$ cat config.mk
export PLATFORM = sky130hd
export DESIGN_NAME = csr_access_sequencer
export DESIGN_NICKNAME = d
export VERILOG_FILES = /design/src/rtl/csr_access_sequencer.sv
export SDC_FILE = /design/constraint.sdc
export NUM_CORES = 1
export LEC_CHECK = 0
export ABC_AREA = 0
export BUFFER_PORTS_ARGS = -buffer_cell sky130_fd_sc_hd__buf_2
export CORE_MARGIN = 2
export CORE_UTILIZATION = 30
export CTS_CLUSTER_SIZE = 28
export DETAILED_ROUTE_END_ITERATION = 16
export HOLD_SLACK_MARGIN = 0.03
export PLACE_DENSITY = 0.57
export SYNTH_ARGS = -nofsm -noshare
export SYNTH_HDL_FRONTEND = slang
export SYNTH_SLANG_ARGS = --single-unit
$ cat constraint.sdc
create_clock -name clock -period 2.22 [get_ports clock]
set_input_delay 0.333 -clock clock [delete_from_list [all_inputs] [get_ports clock]]
set_output_delay 0.333 -clock clock [all_outputs]
set_load 0.005 [all_outputs]
$ cat src/rtl/csr_access_sequencer.sv
// Zicsr instruction sequencer: runs one CSRRW/S/C(I) as a fixed
// read-then-write operation against the CSR file. It performs the
// legality checks and returns the old CSR value plus an illegal flag.
module csr_access_sequencer #(
  parameter int XLEN   = 32,
  parameter int ADDR_W = 12
) (
  input  logic              clock,
  input  logic              reset,
  input  logic              req_valid,
  output logic              req_ready,
  input  logic [2:0]        req_funct3,
  input  logic [ADDR_W-1:0] req_addr,
  input  logic [XLEN-1:0]   req_rs1_val,
  input  logic [4:0]        req_rs1_idx,
  input  logic [4:0]        req_rd_idx,
  input  logic [1:0]        priv_mode,
  input  logic              flush,
  output logic              csr_rd_en,
  output logic [ADDR_W-1:0] csr_addr,
  input  logic [XLEN-1:0]   csr_rdata,
  input  logic              csr_rd_illegal,
  output logic              csr_wr_en,
  output logic [XLEN-1:0]   csr_wdata,
  output logic              resp_valid,
  input  logic              resp_ready,
  output logic [XLEN-1:0]   resp_rdata,
  output logic              resp_illegal
);

  typedef enum logic [1:0] {
    IDLE  = 2'd0,
    READ  = 2'd1,
    WRITE = 2'd2,
    RESP  = 2'd3
  } state_t;

  localparam logic [1:0] OP_RW = 2'b01;
  localparam logic [1:0] OP_RS = 2'b10;
  localparam logic [1:0] OP_RC = 2'b11;

  state_t state;

  // Request fields captured at accept
  logic [1:0]      op_p0;
  logic [XLEN-1:0] src_p0;
  logic            read_req_p0;
  logic            write_req_p0;
  logic            illegal_p0;

  // Old CSR value captured in READ
  logic [XLEN-1:0] old_val_p1;

  // Write strobe armed at the end of READ; flush/reset can still veto it
  logic            wr_en_q;

  logic            accept;
  logic [XLEN-1:0] src_in;
  logic            write_req_in;
  logic            read_req_in;
  logic            dec_illegal_in;
  logic            rd_fault;

  // Read-modify-write combine for the three CSR operations
  function automatic logic [XLEN-1:0] csr_combine(input logic [1:0]      op,
                                                  input logic [XLEN-1:0] old_val,
                                                  input logic [XLEN-1:0] src);
    logic [XLEN-1:0] res;
    res = src;
    case (op)
      OP_RS:   res = old_val | src;
      OP_RC:   res = old_val & ~src;
      default: res = src;
    endcase
    return res;
  endfunction

  // Decode-time legality: bad funct3, insufficient privilege, write to read-only
  function automatic logic decode_illegal(input logic [1:0]        op,
                                          input logic [ADDR_W-1:0] addr,
                                          input logic [1:0]        priv,
                                          input logic              write_req);
    logic bad_op;
    logic bad_priv;
    logic bad_ro;
    bad_op   = (op == 2'b00);
    bad_priv = (addr[9:8] > priv);
    bad_ro   = write_req && (addr[11:10] == 2'b11);
    return bad_op || bad_priv || bad_ro;
  endfunction

  assign accept         = req_valid && req_ready && !flush;
  assign src_in         = req_funct3[2] ? XLEN'(req_rs1_idx) : req_rs1_val;
  assign write_req_in   = (req_funct3[1:0] == OP_RW) || (src_in != '0);
  assign read_req_in    = (req_funct3[1:0] != OP_RW) || (req_rd_idx != 5'd0);
  assign dec_illegal_in = decode_illegal(req_funct3[1:0], req_addr, priv_mode, write_req_in);
  assign rd_fault       = csr_rd_en && csr_rd_illegal;
  assign csr_wr_en      = wr_en_q && !flush && !reset;

  // Sequencer FSM with registered control and response outputs
  always_ff @(posedge clock) begin
    if (reset) begin
      state        <= IDLE;
      req_ready    <= 1'b1;
      csr_rd_en    <= 1'b0;
      csr_addr     <= '0;
      wr_en_q      <= 1'b0;
      csr_wdata    <= '0;
      resp_valid   <= 1'b0;
      resp_rdata   <= '0;
      resp_illegal <= 1'b0;
      read_req_p0  <= 1'b0;
      write_req_p0 <= 1'b0;
      illegal_p0   <= 1'b0;
    end else begin
      case (state)
        // stage p0: accept and decode
        IDLE: begin
          if (accept) begin
            state        <= READ;
            req_ready    <= 1'b0;
            csr_addr     <= req_addr;
            read_req_p0  <= read_req_in;
            write_req_p0 <= write_req_in;
            illegal_p0   <= dec_illegal_in;
            // CSRRW rd=x0 still probes so an unimplemented address faults
            csr_rd_en    <= !dec_illegal_in;
          end
        end
        // stage p1: CSR read and existence probe
        READ: begin
          csr_rd_en <= 1'b0;
          if (flush) begin
            state     <= IDLE;
            req_ready <= 1'b1;
          end else begin
            state      <= WRITE;
            illegal_p0 <= illegal_p0 || rd_fault;
            wr_en_q    <= write_req_p0 && !illegal_p0 && !rd_fault;
            csr_wdata  <= csr_combine(op_p0, csr_rdata, src_p0);
          end
        end
        // stage p2: CSR write
        WRITE: begin
          wr_en_q <= 1'b0;
          if (flush) begin
            state     <= IDLE;
            req_ready <= 1'b1;
          end else begin
            state        <= RESP;
            resp_valid   <= 1'b1;
            resp_illegal <= illegal_p0;
            resp_rdata   <= illegal_p0 ? '0 : old_val_p1;
          end
        end
        // stage p3: hold response until consumed
        RESP: begin
          if (flush || resp_ready) begin
            state        <= IDLE;
            req_ready    <= 1'b1;
            resp_valid   <= 1'b0;
            resp_illegal <= 1'b0;
            resp_rdata   <= '0;
          end
        end
        default: begin
          state     <= IDLE;
          req_ready <= 1'b1;
          csr_rd_en <= 1'b0;
          wr_en_q   <= 1'b0;
        end
      endcase
    end
  end

  // Datapath capture of operands and old value (no reset needed)
  always_ff @(posedge clock) begin
    if (accept) begin
      op_p0  <= req_funct3[1:0];
      src_p0 <= src_in;
    end
    if (state == READ) begin
      old_val_p1 <= read_req_p0 ? csr_rdata : '0;
    end
  end

endmodule

==> flow_metrics.env, run 1 <==
export IMPL_grt_max_degree=37
export IMPL_slowest_stage="a2bb2oi_4"
export IMPL_p_sw_share_pct=26.24
export IMPL_power_switching_mw=1.834
export IMPL_die_area_um2=21520
export IMPL_p_per_area_nw_per_um2=875.9
export IMPL_track_usage_pct=15.94
export IMPL_postCtsSetupBuffers=0
export IMPL_fin_crit_ps=2056
export IMPL_rsz0062_at_grt="true"
export IMPL_fin_skew_ps=7.619
export IMPL_drive_gt1_share_pct=31.21
export IMPL_place_hpwl_mm=12.07
export IMPL_viasPerCell=4.673
export IMPL_crit_chain="inv_1 -> ha_1 -> nor2b_1 -> a2bb2oi_4 -> a22oi_1 -> nor2_1"
export IMPL_fin_setup_tns_ps=0
export IMPL_initial_core_util_pct=30.39
export IMPL_outcome="completed"
export IMPL_ys_warnings_count=0
export IMPL_reg2reg_slack_ps=160
export IMPL_critPathMaxFanout=33
export IMPL_die_y_um=146.7
export IMPL_crit_type="reg -> reg"
export IMPL_setup_ws_ps=164.3
export IMPL_ios=178
export IMPL_final_common_cell="buf_2"
export IMPL_clock_sinks=152
export IMPL_fmax_ghz=0.4864
export IMPL_syn_area_um2=6110
export IMPL_p_int_mw=5.155
export IMPL_ys_ff_latch=152
export IMPL_numCtsBuffers=17
export IMPL_dr_pass1_iters=5
export IMPL_worst_pin_slew_ps=992.8
export IMPL_cpLargestDelayFamily="compound AO/OA/AOI/OAI gates"
export IMPL_fin_nets=860
export IMPL_pwr_share_seq_pct=46.4
export IMPL_drc=0
export IMPL_peakVddDrop_v=0.0004827
export IMPL_final_cell_mix="buf_2, dfxtp_1, nor2_1"
export IMPL_yosysSeqAreaShare_pct=60.62
export IMPL_ys_types=37
export IMPL_pre_cts_ws_ps=174.2
export IMPL_slew_limit_headroom_pct=33.58
export IMPL_required_ps=2570
export IMPL_hold_viol=0
export IMPL_wl_per_cell_um=16.34
export IMPL_multi_input_area_um2=2251
export IMPL_cp_arrival_ps=2410
export IMPL_grt_pass1_wl_mm=26.36
export IMPL_clockRootBuffer="clkbuf_16"
export IMPL_crit_path_start_kind="flip-flop"
export IMPL_pwr_share_comb_pct=10.9
export IMPL_gp_congestion=0.7479
export IMPL_crit_buf_inv=1
export IMPL_area_delta_synth_final_pct=30.60
export IMPL_clockBufferDepth=2
export IMPL_cts_tree="built"
export IMPL_design_area_um2=7979
export IMPL_cp_end_kind="flip-flop"
export IMPL_max_stage_delay_ps=790
export IMPL_port_buffers=177
export IMPL_hp_class="in -> reg"
export IMPL_diodes=0
export IMPL_htree_levels=4
export IMPL_cap_violations=0
export IMPL_synthCells=579
export IMPL_drtAntennaViolNets=0
export IMPL_cts_resized_gates=0
export IMPL_coreArea_um2=20100
export IMPL_slew_viol_final=0
export IMPL_fin_util_pct=39.69
export IMPL_grt_pass1_vias=4634
export IMPL_grt_overflow=0
export IMPL_ys_flop_type="dfxtp_1"
export IMPL_die_w_um=146.7
export IMPL_clk_pin_slew_worst_paths_ps=70
export IMPL_clkPwrFrac_pct=42.7
export IMPL_num_rows=52
export IMPL_clk_latency_ps=420
export IMPL_period_share_pct=92.60
export IMPL_drtIter0Drc=248
export IMPL_syn_nets=683
export IMPL_nFillCells=1981
export IMPL_p_leak_nw=3.268
export IMPL_vias=4855
export IMPL_ctsHoldBuffers=0
export IMPL_setup_viol=0
export IMPL_wl_mm=16.97
export IMPL_syn_area_per_cell_um2=10.55
export IMPL_place_area_um2=7373
export IMPL_seq_area_um2=3704
export IMPL_antenna_found_initial=1
export IMPL_async_reset_ff_share_pct=0
export IMPL_synth_edff_count=66
[metal layers]
metal  track usage [%]  up-vias  wire length (um)
li1                  -     2440                 -
met3             4.224       13               946
met1             21.66     2263              7894
met4             4.515        0               179
met2             25.14      139              7952
met5                 0        -                 0
[path summary, 6_finish.rpt]
| kind | from | end | depth (start not counted) |
|---|---|---|---|
| min reg2reg | csr_addr[0] | csr_addr[0] | 2 |
| max | state[0] | resp_rdata[28] | 6 |
| min | req_funct3[1] | op_p0[1] | 1 |
| max reg2reg | state[0] | resp_rdata[28] | 6 |
[final cells by class]
| class | instances | share of cell area, % |
|---|---|---|
| Clock buffer | 17 | 5.332 |
| Multi-Input combinational cell | 380 | 28.21 |
| Sequential cell | 152 | 46.42 |
| Timing Repair Buffer | 197 | 13.17 |
| Clock inverter | 15 | 2.258 |
| Inverter | 8 | 0.3764 |
| Tap cell | 270 | 4.234 |
[cell usage after synthesis (7+ instances only)]
library cell	n	share of area, %
a21oi_1	76	6.2
nor2_1	78	4.8
nor3_1	9	0.74
a211oi_1	35	4.3
edfxtp_1	66	32
dfxtp_1	86	28
nand2_1	32	2.0
and2_1	36	3.7
ha_1	7	1.4
inv_1	8	0.49
clkbuf_1	32	2.0
nor2b_1	30	3.1
a22oi_1	32	3.9
[power by group through the flow]
stage               Sequential [mW]  Combinational (mW)  Clock, mW
global placement               3.30               0.772          0
floorplan                      3.30               0.422          0
detailed placement             3.31               0.775          0
finish                         3.24               0.760       2.98
CTS                            3.25               0.778       3.06
global route                   3.27               0.858       3.19
[per-stage QoR]
stage,instances,power [mW],hold slack (ps)
global placement,1007,4.075,445.1
CTS,1039,7.087,80.92
floorplan,579,3.720,431.9
global route,1039,7.311,82.09
finish,1039,6.989,104.1
detailed placement,1007,4.083,447.5
[cell families (layout without fill, tap and decap cells)]
family	count (synthesis)	after routing	synth area share [%]
flops	152	152	60.62
buf+inv	47	237	3.051
simple gates	208	208	17.12
mux	6	6	1.065
fa+ha+maj	7	7	1.433
compound gates	159	159	16.71
[sequential cells by signal (all words and copies together), names as in the netlist]
name / flops
old_val_p1: 32
req_ready: 1
resp_valid: 1
resp_illegal: 1
csr_addr: 12
resp_rdata: 32
csr_wdata: 32
wr_en_q: 1
read_req_p0: 1
write_req_p0: 1
src_p0: 32
op_p0: 2
illegal_p0: 1
csr_rd_en: 1
state: 2
No activity file was read; power rests on OpenSTA's default activity.
==> run 2, diff against run 1 <==
Settings changed: CORE_UTILIZATION 30 to 47, PLACE_DENSITY 0.57 to 0.76.
==> run 2 against run 1 <==
  * Clock-buffer cell count is 7 higher
  * Die area is 35% lower
  * Largest power group unchanged
  * Global-route usage is 6.7 points higher
  * Clock skew is 1.7 ps higher
  * Critical path depth stayed put
  * Total power is 2.4% lower
  * First-iteration DRC count is 35% higher
==> flow_metrics.env, run 2 (synthesis results as in run 1) <==
export IMPL_critPathMaxFanout=14
export IMPL_grt_max_degree=38
export IMPL_crit_chain="inv_1 -> ha_1 -> nand4b_4 -> or3_4 -> a2111oi_4 -> a211oi_1"
export IMPL_drtIter0Drc=335
export IMPL_final_common_cell="buf_2"
export IMPL_power_switching_mw=1.672
export IMPL_setup_viol=0
export IMPL_initial_core_util_pct=48.22
export IMPL_antenna_found_initial=0
export IMPL_die_y_um=118.0
export IMPL_port_buffers=177
export IMPL_cpLargestDelayFamily="simple AND/OR/NAND/NOR gates"
export IMPL_clkPwrFrac_pct=41.3
export IMPL_p_int_mw=5.148
export IMPL_p_per_area_nw_per_um2=869.4
export IMPL_final_cell_mix="buf_2, dfxtp_1, nor2_1"
export IMPL_fin_setup_tns_ps=0
export IMPL_peakVddDrop_v=0.0005337
export IMPL_crit_buf_inv=1
export IMPL_place_area_um2=7198
export IMPL_ios=178
export IMPL_hold_viol=0
export IMPL_slew_limit_headroom_pct=14.33
export IMPL_drtAntennaViolNets=0
export IMPL_clk_pin_slew_worst_paths_ps=60
export IMPL_slowest_stage="or3_4"
export IMPL_num_rows=41
export IMPL_track_usage_pct=22.60
export IMPL_grt_overflow=0
export IMPL_gp_congestion=0.8504
export IMPL_clockRootBuffer="clkbuf_16"
export IMPL_vias=5062
export IMPL_p_sw_share_pct=24.52
export IMPL_numCtsBuffers=17
export IMPL_pwr_share_seq_pct=47.7
export IMPL_fin_skew_ps=9.270
export IMPL_outcome="completed"
export IMPL_drc=0
export IMPL_htree_levels=4
export IMPL_hp_class="in -> reg"
export IMPL_worst_pin_slew_ps=1285
export IMPL_dr_pass1_iters=5
export IMPL_diodes=0
export IMPL_p_leak_nw=3.268
export IMPL_drive_gt1_share_pct=30.90
export IMPL_place_hpwl_mm=10.95
export IMPL_slew_viol_final=0
export IMPL_fmax_ghz=0.4905
export IMPL_wl_mm=15.98
export IMPL_coreArea_um2=12670
export IMPL_fin_crit_ps=2039
export IMPL_grt_pass1_wl_mm=24.52
export IMPL_cp_end_kind="flip-flop"
export IMPL_crit_path_start_kind="flip-flop"
export IMPL_crit_type="reg -> reg"
export IMPL_area_delta_synth_final_pct=28.38
export IMPL_cap_violations=0
export IMPL_cts_tree="built"
export IMPL_design_area_um2=7844
export IMPL_fin_nets=858
export IMPL_wl_per_cell_um=17.02
export IMPL_max_stage_delay_ps=460
export IMPL_clockBufferDepth=2
export IMPL_rsz0062_at_grt="false"
export IMPL_period_share_pct=91.84
export IMPL_grt_pass1_vias=4920
export IMPL_viasPerCell=5.391
export IMPL_pwr_share_comb_pct=11.1
export IMPL_clk_latency_ps=420
export IMPL_ctsHoldBuffers=0
export IMPL_cp_arrival_ps=2340
export IMPL_required_ps=2520
export IMPL_die_w_um=118.0
export IMPL_die_area_um2=13930
export IMPL_clock_sinks=152
run 2: cell types whose count changed in the layout (fill, tap and decap cells not counted), sizes merged:
| cell | previous run | this run |
|---|---|---|
| clkinv | 3 | 5 |
| buf | 197 | 194 |
| clkinvlp | 2 | 0 |
| inv | 16 | 11 |
| a2bb2oi | 3 | 4 |
| clkbuf | 17 | 24 |
| bufinv | 2 | 0 |
run 2: path summary, 6_finish.rpt:
| path | from | slack, ps | depth (start not counted) | to |
|---|---|---|---|---|
| max | state[0] | 180 | 6 | illegal_p0 |
| min | req_funct3[0] | 120 | 1 | op_p0[0] |
| max reg2reg | state[0] | 180 | 6 | illegal_p0 |
| min reg2reg | csr_addr[5] | 450 | 2 | csr_addr[5] |
run 2: area by class of cell:
cell class | instances | area (um2)
inverter | 8 | 30.03
clock inverter | 8 | 53.80
fill | 1018 | 4827
tap | 172 | 215.2
timing repair buffer | 194 | 1026
sequential | 152 | 3704
clock buffer | 24 | 535.5
multi-input combinational | 381 | 2280
run 2: timing repair:
| item | CTS | global route |
|---|---|---|
| setup endpoints to repair | 0 | 32 |
| setup buffers | 0 | 2 |
| resized for setup | 0 | 2 |
run 2: routing by layer:
layer | track usage, % | wire length [um]
met5 | 0 | 0
met4 | 11.52 | 467
met3 | 6.056 | 1015
met2 | 36.85 | 7686
met1 | 27.59 | 6809
run 2: power groups by stage:
stage	combinational, mW	sequential, mW	clock (mW)
CTS	0.754	3.25	2.85
floorplan	0.422	3.30	0
global route	0.834	3.27	2.98
finish	0.755	3.25	2.81
global placement	0.718	3.30	0
detailed placement	0.746	3.31	0
run 2: through the flow:
stage / power, mW / util (%) / hold slack [ps] / std cells / worst slack [ps]
global route: 7.087 / 61.90 / 112.6 / 939 / 29.44
floorplan: 3.720 / - / 431.9 / 579 / 17.16
CTS: 6.858 / 61.46 / 106.1 / 936 / 59.59
finish: 6.820 / 61.90 / 123.8 / 939 / 181.1
global placement: 4.015 / 56.81 / 439.5 / 904 / 266.0
detailed placement: 4.054 / 56.81 / 446.1 / 904 / 103.2
run 2: worst register-to-register path, cell delays in order, from the launching register on:
cell and delay, ps:
dfxtp_1 350, inv_1 120, ha_1 300, nand4b_4 260
or3_4 460, a2111oi_4 300, a211oi_1 120
